--- src/rtl/rgb_sort_sched.sv ---
// rgb_sort_sched
//
// Scheduler and result filter for the 16-tile RGB colour sorter in the
// klotski camera path. When the block averager finishes a frame, the 16
// block colours are snapshotted and one sort is launched. The FSM waits for
// the sorter, bounded by a timeout, and then checks the returned 64-bit
// tile-label order. A label order reaches the solver/display only after it
// has been seen on STABLE_CNT consecutive valid results, which hides flicker
// caused by camera noise.
//
// Parameters:
//   STABLE_CNT  consecutive identical valid orders needed to publish (1..15)
//   TIMEOUT     cycles allowed in S_WAIT for i_sort_done (2..255)
//
// Ports:
//   i_clk, i_rst_n   clock; asynchronous active-low reset
//   i_enable         level; 0 refuses new frames (an in-flight sort finishes)
//   i_clear          pulse; clears o_order_valid, o_timeout, match state, o_drop_cnt
//   i_frame_done     pulse; i_blocks valid this cycle
//   i_blocks         16 x 24-bit {R,G,B}, block k at [24k+23:24k]
//   o_sort_start     one-cycle start pulse to the sorter
//   o_sort_blocks    registered colour snapshot feeding the sorter
//   i_sort_done      sorter completion pulse
//   i_sort_order     sorter result, label of tile k at [63-4k -: 4]
//   o_order          published order
//   o_order_valid    o_order holds a stable result
//   o_update         one-cycle pulse when o_order is (re)published
//   o_busy           FSM is not idle
//   o_timeout        sticky timeout flag
//   o_drop_cnt       saturating count of frames dropped while busy/disabled
//
// Build option:
//   RGB_SORT_SCHED_PERM_CHECK_EN  when defined, an order is valid only if its
//                                 16 labels are a permutation of 0..15;
//                                 otherwise every returned order is valid.

module rgb_sort_sched #(
  parameter int unsigned STABLE_CNT = 3,
  parameter int unsigned TIMEOUT    = 64
) (
  input  logic         i_clk,
  input  logic         i_rst_n,
  input  logic         i_enable,
  input  logic         i_clear,
  input  logic         i_frame_done,
  input  logic [383:0] i_blocks,
  output logic         o_sort_start,
  output logic [383:0] o_sort_blocks,
  input  logic         i_sort_done,
  input  logic [63:0]  i_sort_order,
  output logic [63:0]  o_order,
  output logic         o_order_valid,
  output logic         o_update,
  output logic         o_busy,
  output logic         o_timeout,
  output logic [7:0]   o_drop_cnt
);

  localparam logic [3:0] STABLE_W   = 4'(STABLE_CNT);
  localparam logic [7:0] WAIT_LIMIT = 8'(TIMEOUT - 1);

  typedef enum logic [1:0] {
    S_IDLE,
    S_START,
    S_WAIT,
    S_CHECK
  } state_t;

  state_t         state_q;
  logic [7:0]     wait_cnt_q;
  logic [63:0]    new_q;
  logic [63:0]    last_q;
  logic [63:0]    last_d;
  logic [3:0]     match_cnt_q;
  logic [3:0]     match_cnt_d;
  logic [383:0]   sort_blocks_q;
  logic           sort_start_q;
  logic [63:0]    order_q;
  logic           order_valid_q;
  logic           update_q;
  logic           timeout_q;
  logic [7:0]     drop_cnt_q;
  logic           order_ok;
  logic           publish;
  logic           drop_event;

`ifdef RGB_SORT_SCHED_PERM_CHECK_EN
  // One-hot OR of all 16 labels: all 16 bits set only when every value
  // 0..15 appears, which with 16 labels means each appears exactly once.
  logic [15:0] label_seen;

  always_comb begin
    label_seen = '0;
    for (int k = 0; k < 16; k++) begin
      label_seen = label_seen | (16'h0001 << new_q[63-4*k -: 4]);
    end
  end

  assign order_ok = &label_seen;
`else
  assign order_ok = 1'b1;
`endif

  // Match-state update for the result sitting in new_q; only committed in
  // S_CHECK. The publish decision uses the updated state so a run reaching
  // STABLE_CNT publishes on the same check.
  always_comb begin
    last_d      = last_q;
    match_cnt_d = match_cnt_q;
    if (!order_ok) begin
      last_d      = '0;
      match_cnt_d = '0;
    end else if (new_q == last_q) begin
      if (match_cnt_q != STABLE_W) begin
        match_cnt_d = match_cnt_q + 4'd1;
      end
    end else begin
      last_d      = new_q;
      match_cnt_d = 4'd1;
    end
    publish = (match_cnt_d == STABLE_W) && (!order_valid_q || (last_d != order_q));
  end

  // A frame is dropped whenever it cannot be accepted: FSM busy or disabled.
  assign drop_event = i_frame_done && ((state_q != S_IDLE) || !i_enable);

  // Main FSM and all registered outputs. i_clear is applied last so it wins
  // over a publish or a drop-count increment in the same cycle; it leaves the
  // FSM itself alone so an in-flight sort still completes.
  always_ff @(posedge i_clk or negedge i_rst_n) begin
    if (!i_rst_n) begin
      state_q       <= S_IDLE;
      wait_cnt_q    <= '0;
      new_q         <= '0;
      last_q        <= '0;
      match_cnt_q   <= '0;
      sort_blocks_q <= '0;
      sort_start_q  <= 1'b0;
      order_q       <= '0;
      order_valid_q <= 1'b0;
      update_q      <= 1'b0;
      timeout_q     <= 1'b0;
      drop_cnt_q    <= '0;
    end else begin
      sort_start_q <= 1'b0;
      update_q     <= 1'b0;

      if (drop_event && (drop_cnt_q != 8'hFF)) begin
        drop_cnt_q <= drop_cnt_q + 8'd1;
      end

      case (state_q)
        S_IDLE: begin
          if (i_frame_done && i_enable) begin
            sort_blocks_q <= i_blocks;
            sort_start_q  <= 1'b1;
            state_q       <= S_START;
          end
        end

        S_START: begin
          wait_cnt_q <= '0;
          state_q    <= S_WAIT;
        end

        S_WAIT: begin
          wait_cnt_q <= wait_cnt_q + 8'd1;
          if (i_sort_done) begin
            new_q   <= i_sort_order;
            state_q <= S_CHECK;
          end else if ((wait_cnt_q + 8'd1) == WAIT_LIMIT) begin
            // Leaves S_WAIT exactly TIMEOUT cycles after S_START.
            timeout_q   <= 1'b1;
            last_q      <= '0;
            match_cnt_q <= '0;
            state_q     <= S_IDLE;
          end
        end

        S_CHECK: begin
          last_q      <= last_d;
          match_cnt_q <= match_cnt_d;
          if (publish && !i_clear) begin
            order_q       <= last_d;
            order_valid_q <= 1'b1;
            update_q      <= 1'b1;
          end
          state_q <= S_IDLE;
        end

        default: state_q <= S_IDLE;
      endcase

      if (i_clear) begin
        order_valid_q <= 1'b0;
        timeout_q     <= 1'b0;
        last_q        <= '0;
        match_cnt_q   <= '0;
        drop_cnt_q    <= '0;
        update_q      <= 1'b0;
      end
    end
  end

  assign o_sort_start  = sort_start_q;
  assign o_sort_blocks = sort_blocks_q;
  assign o_order       = order_q;
  assign o_order_valid = order_valid_q;
  assign o_update      = update_q;
  assign o_busy        = (state_q != S_IDLE);
  assign o_timeout     = timeout_q;
  assign o_drop_cnt    = drop_cnt_q;

endmodule

--- config.mk ---
export PLATFORM = sky130hd
export DESIGN_NAME = rgb_sort_sched
export DESIGN_NICKNAME = d
export VERILOG_FILES = /design/src/rtl/rgb_sort_sched.sv
export SDC_FILE = /design/constraint.sdc
export NUM_CORES = 1
export LEC_CHECK = 0
export BUFFER_PORTS_ARGS = -buffer_cell sky130_fd_sc_hd__buf_2
export CAP_MARGIN = 15
export CORE_AREA = 4 4 358 360
export CTS_CLUSTER_DIAMETER = 120
export CTS_CLUSTER_SIZE = 25
export DETAILED_ROUTE_END_ITERATION = 8
export DIE_AREA = 0 0 362 364
export GPL_TIMING_DRIVEN = 0
export PLACE_DENSITY = 0.47
export SETUP_SLACK_MARGIN = 0.05
export SYNTH_ARGS = -nofsm -noshare
export SYNTH_HDL_FRONTEND = slang
export SYNTH_SLANG_ARGS = --single-unit
--- constraint.sdc ---
create_clock -name i_clk -period 4.3 [get_ports i_clk]
set_input_delay 0.86 -clock i_clk [delete_from_list [all_inputs] [get_ports i_clk]]
set_output_delay 0.86 -clock i_clk [all_outputs]
set_load 0.02 [all_outputs]
==> impl_metrics.ini, run 1 <==
[floorplan]
start_util_pct = 19.5
io_pins = 915
coreArea_um2 = 125000
die_width_um = 362
dieArea_um2 = 132000
die-height_um = 364
rows = 130

[detailed_routing]
drc = 0
dr.pass1.iters = 4
wl_per_cell_um = 23.2
via_per_inst = 3.98
vias = 17236
drt_iter0_drc = 877
antenna_left = 0
wl_um = 100000

[grt]
antenna_found_initial = 47
track_usage_pct = 14.5
grt_pass1_wl_um = 139000
grt.overflow.total = 0
grt_pass1_vias = 17964
grt_max_degree = 111

[setup_path]
cp_max_fo = 10
end_kind = register
criticalPathCategory = reg -> reg
critPathLaunchType = register
crit_required_ps = 4840
arrival_ps = 4170

[power_and_ir_drop]
power_per_cell_area_nw_per_um2 = 714
p_switching_uw = 9790
comb_power_share_pct = 42.6
ir_drop_uv = 359
p_total_uw = 23000
p_leak_uw = 0.0153
seqPwrFrac_pct = 42.1
sw_frac_of_total_pct = 42.6
p_int_uw = 13200
clkPwrFrac_pct = 15.3

[place]
placed_area_um2 = 31200
hpwl_um = 82300
io_buffers = 914
place.gp.congestion = 0.808
placed_cells = 4266

[yosys]
ys_warn_count = 0
yosysTopAreaCellShare_pct = 61.8
yosys.area.top_type = dfrtp_1
async_flop_share_pct = 100
synthTopCellsByCount = dfrtp_1, mux2_2, nand2_1
synth_edf_count = 0
ys_seq_area_share_pct = 61.8
ys_types = 50
synth_top_flop_cell = dfrtp_1
syn_avg_cell_area_um2 = 14.4
synth.most_common_cell = dfrtp_1
synth_nets = 2157
syn_inst = 1696
yosys_register_bits = 602
netlist_area_um2 = 24400
synth.area.top_cells = dfrtp_1, mux2_2, mux2_4

[timing]
setup_viol = 0
min_period_ps = 3630
hold_viol_final = 0
maxSlewHeadroom_pct = 20.5
max_slew.worst_pin.slew_ps = 1190
slew_viol_final = 0
clock_skew_ps = 31.4
min_period_over_period_pct = 84.4
finalSetupTns_ps = 0
fmax_mhz = 276
rsz0062_at_grt = false

[finish]
fin_area_um2 = 32200
final_cells = 4330
area_growth_syn_to_layout_pct = 32.0
fin_util_pct = 25.7
nets = 3110
final_layout_size_suffix_gt1_share_pct = 56.0

[clock_tree]
numClockSinks = 602
cts_root_buf = clkbuf_16
cts_setup_buffers = 0
cts.path.max_buffers = 3
path_clk_slew_ps = 110
htreeDepth = 1
ctsHoldBuffers = 0
cts_resized = 0
clock_latency_ps = 650
tritoncts = yes
cts_buffers = 31

[status]
outcome = completed

[worst_hold_path]
hold_class = in -> async

[flow_run]
drv_cap = 0
-- kinds of logic (layout without fill, tap and decap cells) --
kind of cell	after synthesis	in the layout	share of synthesized area (%)
AO/OA/AOI/OAI	104	104	2.56
adder cells (fa/ha/maj)	7	7	0.359
flip-flops	602	602	61.8
other	0	23	0
AND/OR/NAND/NOR	244	244	4.60
XOR/XNOR	126	126	4.52
buffers and inverters	99	1060	1.73
multiplexers	514	514	24.5
-- cell type report --
| cell class | count | area, um2 |
|---|---|---|
| fill | 13239 | 92900 |
| sequential | 602 | 15100 |
| multi-input combinational | 995 | 8910 |
| timing repair buffer | 920 | 4750 |
| tap | 1650 | 2060 |
| clock buffer | 33 | 793 |
| buffer | 78 | 343 |
| clock inverter | 8 | 149 |
| inverter | 21 | 78.8 |
| antenna | 23 | 57.6 |
-- power by group through the flow --
stage,registers (uW),logic (uW),clock network (uW)
finish,9680,9800,3520
global route,10000,10400,3890
CTS,9680,10100,3690
detailed placement,9770,10100,0
global placement,9730,9990,0
floorplan,11700,3380,0
-- worst max-delay path, stage by stage (launching register included) --
cell	delay (ps)
dfrtp_1	430
inv_1	90
ha_1	210
inv_1	120
nor2_1	910
clkbuf_1	690
clkbuf_1	640
mux2_2	410
-- sequential cells by signal, summed over array words and instances, names as in the netlist --
register and count:
state_q 2, o_sort_start 1, new_q 64, o_timeout 1, match_cnt_q 4, o_order 64, o_update 1, last_q 64
o_sort_blocks 384, o_order_valid 1, o_drop_cnt 8, wait_cnt_q 8
-- per-stage QoR --
stage	hold WS [ps]	worst slack, ps
6_report	208	672
5_1_grt	214	435
4_1_cts	172	461
3_5_place_dp	489	267
3_3_place_gp	482	-11600
2_1_floorplan	469	1880
-- metal layers --
metal / vias up / global-route usage [%] / part of all wire, %
met1: 8739 / 16.8 / 38
met5: - / 0 / 0.20
li1: 7832 / - / -
met2: 495 / 25.4 / 51
met3: 140 / 4.84 / 7.6
met4: 30 / 4.50 / 3.4
-- worst paths after layout --
kind                            depth (start not counted)  slack, ps                  to    startpoint
worst max-delay path                                    7        670   o_sort_blocks[83]    state_q[0]
worst min-delay path                                    1        210         o_order[41]       i_rst_n
worst max register to register                          7        670   o_sort_blocks[83]    state_q[0]
worst min register to register                          2        510           last_q[8]     last_q[8]
max in group asynchronous                               4       2250  o_sort_blocks[340]       i_rst_n
min in group i_clk                                      2        430   o_sort_blocks[66]  i_blocks[66]
-- cells in the final DEF, fill, tap and decap left out, drive strengths merged, types with 2 or more instances in the layout --
cell type  count
o22ai          3
mux2         510
ha             7
nand2        150
xnor2         55
nand2b         4
nor3           5
nand4b         2
diode         23
o21ai         69
buf          933
xor2          71
a21oi          5
nand3b         3
nor4          22
o2bb2ai        2
clkbuf        98
inv           25
o2111ai        2
o31ai          4
dfrtp        602
nand3         10
nor2b          2
nand4         22
mux2i          4
a31oi          3
nor2          18
clkinv         2
o211ai         3
No activity file was read; power rests on OpenSTA's default activity.
==> inputs of run 2 (changes only) <==
--- a/config.mk
+++ b/config.mk
@@ -5,15 +5,16 @@
 export SDC_FILE = /design/constraint.sdc
 export NUM_CORES = 1
 export LEC_CHECK = 0
+export ABC_AREA = 1
 export BUFFER_PORTS_ARGS = -buffer_cell sky130_fd_sc_hd__buf_2
 export CAP_MARGIN = 15
-export CORE_AREA = 4 4 358 360
+export CORE_AREA = 4 4 352 354
 export CTS_CLUSTER_DIAMETER = 120
 export CTS_CLUSTER_SIZE = 25
 export DETAILED_ROUTE_END_ITERATION = 8
-export DIE_AREA = 0 0 362 364
+export DIE_AREA = 0 0 356 358
 export GPL_TIMING_DRIVEN = 0
-export PLACE_DENSITY = 0.47
+export PLACE_DENSITY = 0.48
 export SETUP_SLACK_MARGIN = 0.05
 export SYNTH_ARGS = -nofsm -noshare
 export SYNTH_HDL_FRONTEND = slang
==> constraint.sdc (replaced) <==
create_clock -name i_clk -period 3.65 [get_ports i_clk]
set_input_delay 0.73 -clock i_clk [delete_from_list [all_inputs] [get_ports i_clk]]
set_output_delay 0.73 -clock i_clk [all_outputs]
set_load 0.02 [all_outputs]
==> impl_metrics.ini, run 2 <==
[detailed_routing]
wl_um = 137000
antenna_left = 0
wl_met2_um = 62100
met3WireLength_um = 14200
dr.pass1.iters = 5
top_layer = met5
via_per_inst = 4.22
drt_iter0_drc = 1659
drt-met1-wl_um = 54400
vias = 23620
wl_per_cell_um = 24.4
drc = 0

[yosys]
synth.most_common_cell = nand2_1
async_flop_share_pct = 100
ys_types = 33
synthTopCellsByCount = nand2_1, dfrtp_1, nand3_1
syn_avg_cell_area_um2 = 8.41
synth_edf_count = 0
syn_inst = 2974
yosys.area.top_type = dfrtp_1
synth.area.top_cells = dfrtp_1, nand2_1, nand3_1
synth_nets = 3435
netlist_area_um2 = 25000
yosysTopAreaCellShare_pct = 60.2
ys_warn_count = 0
yosys_register_bits = 602
ys_seq_area_share_pct = 60.2
synth_top_flop_cell = dfrtp_1

[finish]
mostFrequentLayoutCell = nand2_1
largest_reg_flops = 384
nets = 4393
final_layout_size_suffix_gt1_share_pct = 27.4
final_cells = 5601
fin_area_um2 = 33000
area_growth_syn_to_layout_pct = 31.8
layout_common_cells = nand2_1, buf_2, dfrtp_1

[place]
io_buffers = 914
placed_cells = 5521
place.gp.congestion = 0.977
hpwl_um = 115000
placed_area_um2 = 31800

[setup_path]
worstPathCellList = xnor2_1, nand2_1, nor3_1, nand2_1, nor3_1, nand3_1, buf_2, clkbuf_1, nand3_1, nand2_1
slowest_delay_ps = 460
crit_required_ps = 4140
cp_common_cell = nand2_1
end_kind = register
cp_num_buf_inv = 2
critPathLaunchType = register
cp_max_fo = 10
cpLargestDelayFamily = simple AND/OR/NAND/NOR gates
cp_slowest_cell = dfrtp_1
criticalPathCategory = reg -> reg
arrival_ps = 3760

[floorplan]
io_pins = 915
rows = 128
start_util_pct = 20.7
dieArea_um2 = 127000
die-height_um = 358
coreArea_um2 = 121000
die_width_um = 356

[power_and_ir_drop]
p_switching_uw = 12800
p_total_uw = 27000
ir_drop_uv = 729
comb_power_share_pct = 43.0
power_per_cell_area_nw_per_um2 = 819
clkPwrFrac_pct = 16.9
sw_frac_of_total_pct = 47.5
seqPwrFrac_pct = 40.1
p_leak_uw = 0.0182
p_int_uw = 14200

[clock_tree]
cts_resized = 0
cts_root_buf = clkbuf_16
numClockSinks = 602
clock_latency_ps = 620
htreeDepth = 2
path_clk_slew_ps = 110
cts.path.max_buffers = 3
tritoncts = yes
cts_setup_buffers = 0
cts_buffers = 34
ctsHoldBuffers = 0

[worst_hold_path]
hold_class = in -> async

[timing]
maxSlewHeadroom_pct = 18.8
slew_viol_final = 0
setup_viol = 0
min_period_ps = 3270
max_slew.worst_pin.slew_ps = 1220
finalSetupTns_ps = 0
min_period_over_period_pct = 89.7
clock_skew_ps = 30.7
hold_viol_final = 0
fmax_mhz = 305
rsz0062_at_grt = false

[flow_run]
drv_cap = 0

[grt]
antenna_found_initial = 78
grt.overflow.total = 0
track_usage_pct = 20.7
grt_pass1_wl_um = 185000
grt_max_degree = 115
grt_pass1_vias = 23074

[status]
outcome = completed
[run 2: cell types whose count changed in the layout (fill, tap and decap cells not counted), sizes merged, moves of 22 or more]
cell   before   now
buf       933   982
nor2       18   137
xor2       71    33
nand2     150  1533
xnor2      55    16
mux2      510    10
a21oi       5    65
nand3      10   163
nor4       22     0
inv        25   149
[run 2: metal layers]
| layer | global-route usage, % | vias to the layer above |
|---|---|---|
| li1 | - | 11130 |
| met1 | 24.8 | 11318 |
| met2 | 33.4 | 855 |
| met3 | 8.99 | 237 |
| met4 | 6.99 | 80 |
| met5 | 0 | - |
[run 2: kinds of logic (layout without fill, tap and decap cells)]
logic type / Yosys count / count (layout) / share of synthesized area, %
xor+xnor: 49 / 49 / 1.72
buf+inv: 282 / 1252 / 4.77
mux: 10 / 10 / 0.450
compound gates: 170 / 170 / 3.52
other cells: 0 / 32 / 0
simple gates: 1854 / 1854 / 29.0
flops: 602 / 602 / 60.2
fa+ha+maj: 7 / 7 / 0.350
[run 2: stage by stage]
step / hold slack (ps) / utilization [%] / setup slack, ps
floorplan: 434 / - / 1610
global placement: 450 / 26.1 / -12400
detailed placement: 453 / 26.3 / 362
CTS: 95.9 / 27.2 / 338
global route: 131 / 27.2 / 278
finish: 134 / 27.2 / 375
[run 2: cell type report]
cell class	count	area [um2]
Antenna cell	32	80.1
Clock buffer	37	893
Inverter	143	537
Tap cell	1625	2030
Fill cell	13512	88100
Buffer	139	657
Timing Repair Buffer	922	4780
Sequential cell	602	15100
Clock inverter	11	180
Multi-Input combinational cell	2090	8760
[run 2: path summary, 6_finish.rpt]
check                                     end               start  slack, ps  cells past startpoint
setup / recovery                  o_order[21]           new_q[42]        380                     10
hold / removal                    o_order[42]             i_rst_n        130                      1
setup reg to reg                  o_order[21]           new_q[42]        380                     10
hold reg to reg            o_sort_blocks[310]  o_sort_blocks[310]        470                      2
max in group asynchronous    o_sort_blocks[9]             i_rst_n       1900                      3
min in group i_clk         o_sort_blocks[212]       i_blocks[212]        310                      3
[run 2: power by group through the flow]
stage	clock network [uW]	logic [uW]	registers, uW
floorplan	0	3420	13100
global placement	0	11800	10900
detailed placement	0	11900	10900
CTS	4750	11900	10800
global route	4970	12600	11100
finish	4560	11600	10800
==> inputs of run 3 (changes only) <==
--- a/config.mk
+++ b/config.mk
@@ -14,7 +14,7 @@
 export DETAILED_ROUTE_END_ITERATION = 8
 export DIE_AREA = 0 0 356 358
 export GPL_TIMING_DRIVEN = 0
-export PLACE_DENSITY = 0.48
+export PLACE_DENSITY = 0.49
 export SETUP_SLACK_MARGIN = 0.05
 export SYNTH_ARGS = -nofsm -noshare
 export SYNTH_HDL_FRONTEND = slang
==> constraint.sdc (replaced) <==
create_clock -name i_clk -period 2.9 [get_ports i_clk]
set_input_delay 0.58 -clock i_clk [delete_from_list [all_inputs] [get_ports i_clk]]
set_output_delay 0.58 -clock i_clk [all_outputs]
set_load 0.02 [all_outputs]
==> impl_metrics.ini, run 3 (synthesized netlist as in run 2, its figures left out) <==
[finish]
layout_common_cells = nand2_1, buf_2, dfrtp_1
area_growth_syn_to_layout_pct = 32.5
fin_area_um2 = 33200
mostFrequentLayoutCell = nand2_1
final_cells = 5604
nets = 4397
final_layout_size_suffix_gt1_share_pct = 27.9
largest_reg_flops = 384

[setup_path]
worstReg2RegStart = new_q[58]
cp_slowest_cell = dfrtp_1
cp_max_fo = 10
arrival_ps = 3250
end_kind = register
critPathLaunchType = register
worstSetupStartpoint = new_q[58]
criticalPathCategory = reg -> reg
crit_required_ps = 3430
slowest_delay_ps = 460
cp_common_cell = nand2_1
worstPathCellList = xnor2_1, nand2_1, nor3_1, nand2_1, nor3_1, nand3_1, buf_2, clkbuf_1, nand3_1, nand2_1

[grt]
grt.overflow.total = 0
antenna_found_initial = 65
grt_pass1_wl_um = 183000
track_usage_pct = 20.4
grt_max_degree = 111
grt_pass1_vias = 23107

[timing]
max_slew.worst_pin.slew_ps = 809
hold_viol_final = 0
min_period_ps = 2720
rsz0062_at_grt = false
fmax_mhz = 368
maxSlewHeadroom_pct = 46.1
hold_ws_ps = 135
slew_viol_final = 0
setup_viol = 0
clock_skew_ps = 45.0
min_period_over_period_pct = 93.8

[worst_hold_path]
hp-start = i_blocks[220]
hold_class = in -> reg

[clock_tree]
path_clk_slew_ps = 110
htreeDepth = 2
cts.path.max_buffers = 3
numClockSinks = 602
cts_root_buf = clkbuf_16
clock_latency_ps = 630
tritoncts = yes
cts_buffers = 35

[status]
outcome = completed

[floorplan]
io_pins = 915
rows = 128
start_util_pct = 20.7
coreArea_um2 = 121000
die_width_um = 356
die-height_um = 358
dieArea_um2 = 127000

[detailed_routing]
antenna_left = 0
via_per_inst = 4.21
wl_um = 135000
dr.pass1.iters = 7
vias = 23607
drt_iter0_drc = 1739
drc = 0
wl_per_cell_um = 24.0

[power_and_ir_drop]
p_leak_uw = 0.0183
power_per_cell_area_nw_per_um2 = 1030
ir_drop_uv = 689

[place]
io_buffers = 914
hpwl_um = 113000
placed_cells = 5520
placed_area_um2 = 31800
place.gp.congestion = 0.941

[flow_run]
drv_cap = 0
run 3: worst paths after layout:
path                                           end  slack (ps)  cells past startpoint
max in group asynchronous        o_sort_blocks[46]         640                      5
worst min register to register  o_sort_blocks[336]         470                      2
worst min-delay path            o_sort_blocks[220]         140                      3
worst max-delay path                    o_order[4]         180                     10
worst max register to register          o_order[4]         180                     10
min in group asynchronous              o_order[41]         460                      2
run 3: per-layer routing:
metal / vias to the layer above / share of wire (%) / global-route usage (%)
li1: 11133 / - / -
met1: 11367 / 41 / 25.0
met3: 204 / 10 / 7.88
met5: - / 0.28 / 0
met2: 841 / 46 / 32.9
met4: 62 / 3.6 / 6.61
run 3: what timing repair did:
item,CTS,global route
hold endpoints to repair,51,0
hold buffers,1,0
setup endpoints to repair,429,154
cloned,0,0
gates resized for setup,15,15
setup buffers,0,3
pin swaps,0,2
run 3: cell type report:
cell class	count	area, um2
Clock inverter	11	201
Buffer	139	688
Sequential cell	602	15100
Multi-Input combinational cell	2090	8770
Inverter	143	537
Timing Repair Buffer	925	4810
Tap cell	1625	2030
Clock buffer	40	967
Antenna cell	29	72.6
Fill cell	13511	87900
run 3: power breakdown:
group / total (uW) / internal [uW] / leakage (uW) / switching (uW)
registers: 13600 / 11500 / 0.00761 / 2100
logic: 14700 / 3990 / 0.0102 / 10700
clock network: 6020 / 2610 / 0.000568 / 3410
total: 34300 / 18100 / 0.0183 / 16200
run 3: through the flow:
step / setup WS (ps) / total power, uW / TNS, ps / util (%)
floorplan: 861 / 20900 / 0 / -
CTS: 53.6 / 34800 / 0 / 27.3
detailed placement: -684 / 28700 / -49880 / 26.3
global placement: -12830 / 28500 / -8254820 / 26.1
global route: 94.6 / 36300 / 0 / 27.3
finish: 181 / 34300 / 0 / 27.4
run 3: worst max-delay path, delay by kind of cell, from the launching register on:
| kind | cells | cell delay, ps |
|---|---|---|
| xor gates and xnor gates | 1 | 460 |
| buffers and inverters | 2 | 570 |
| DFF | 1 | 460 |
| and+or+nand+nor | 7 | 1140 |
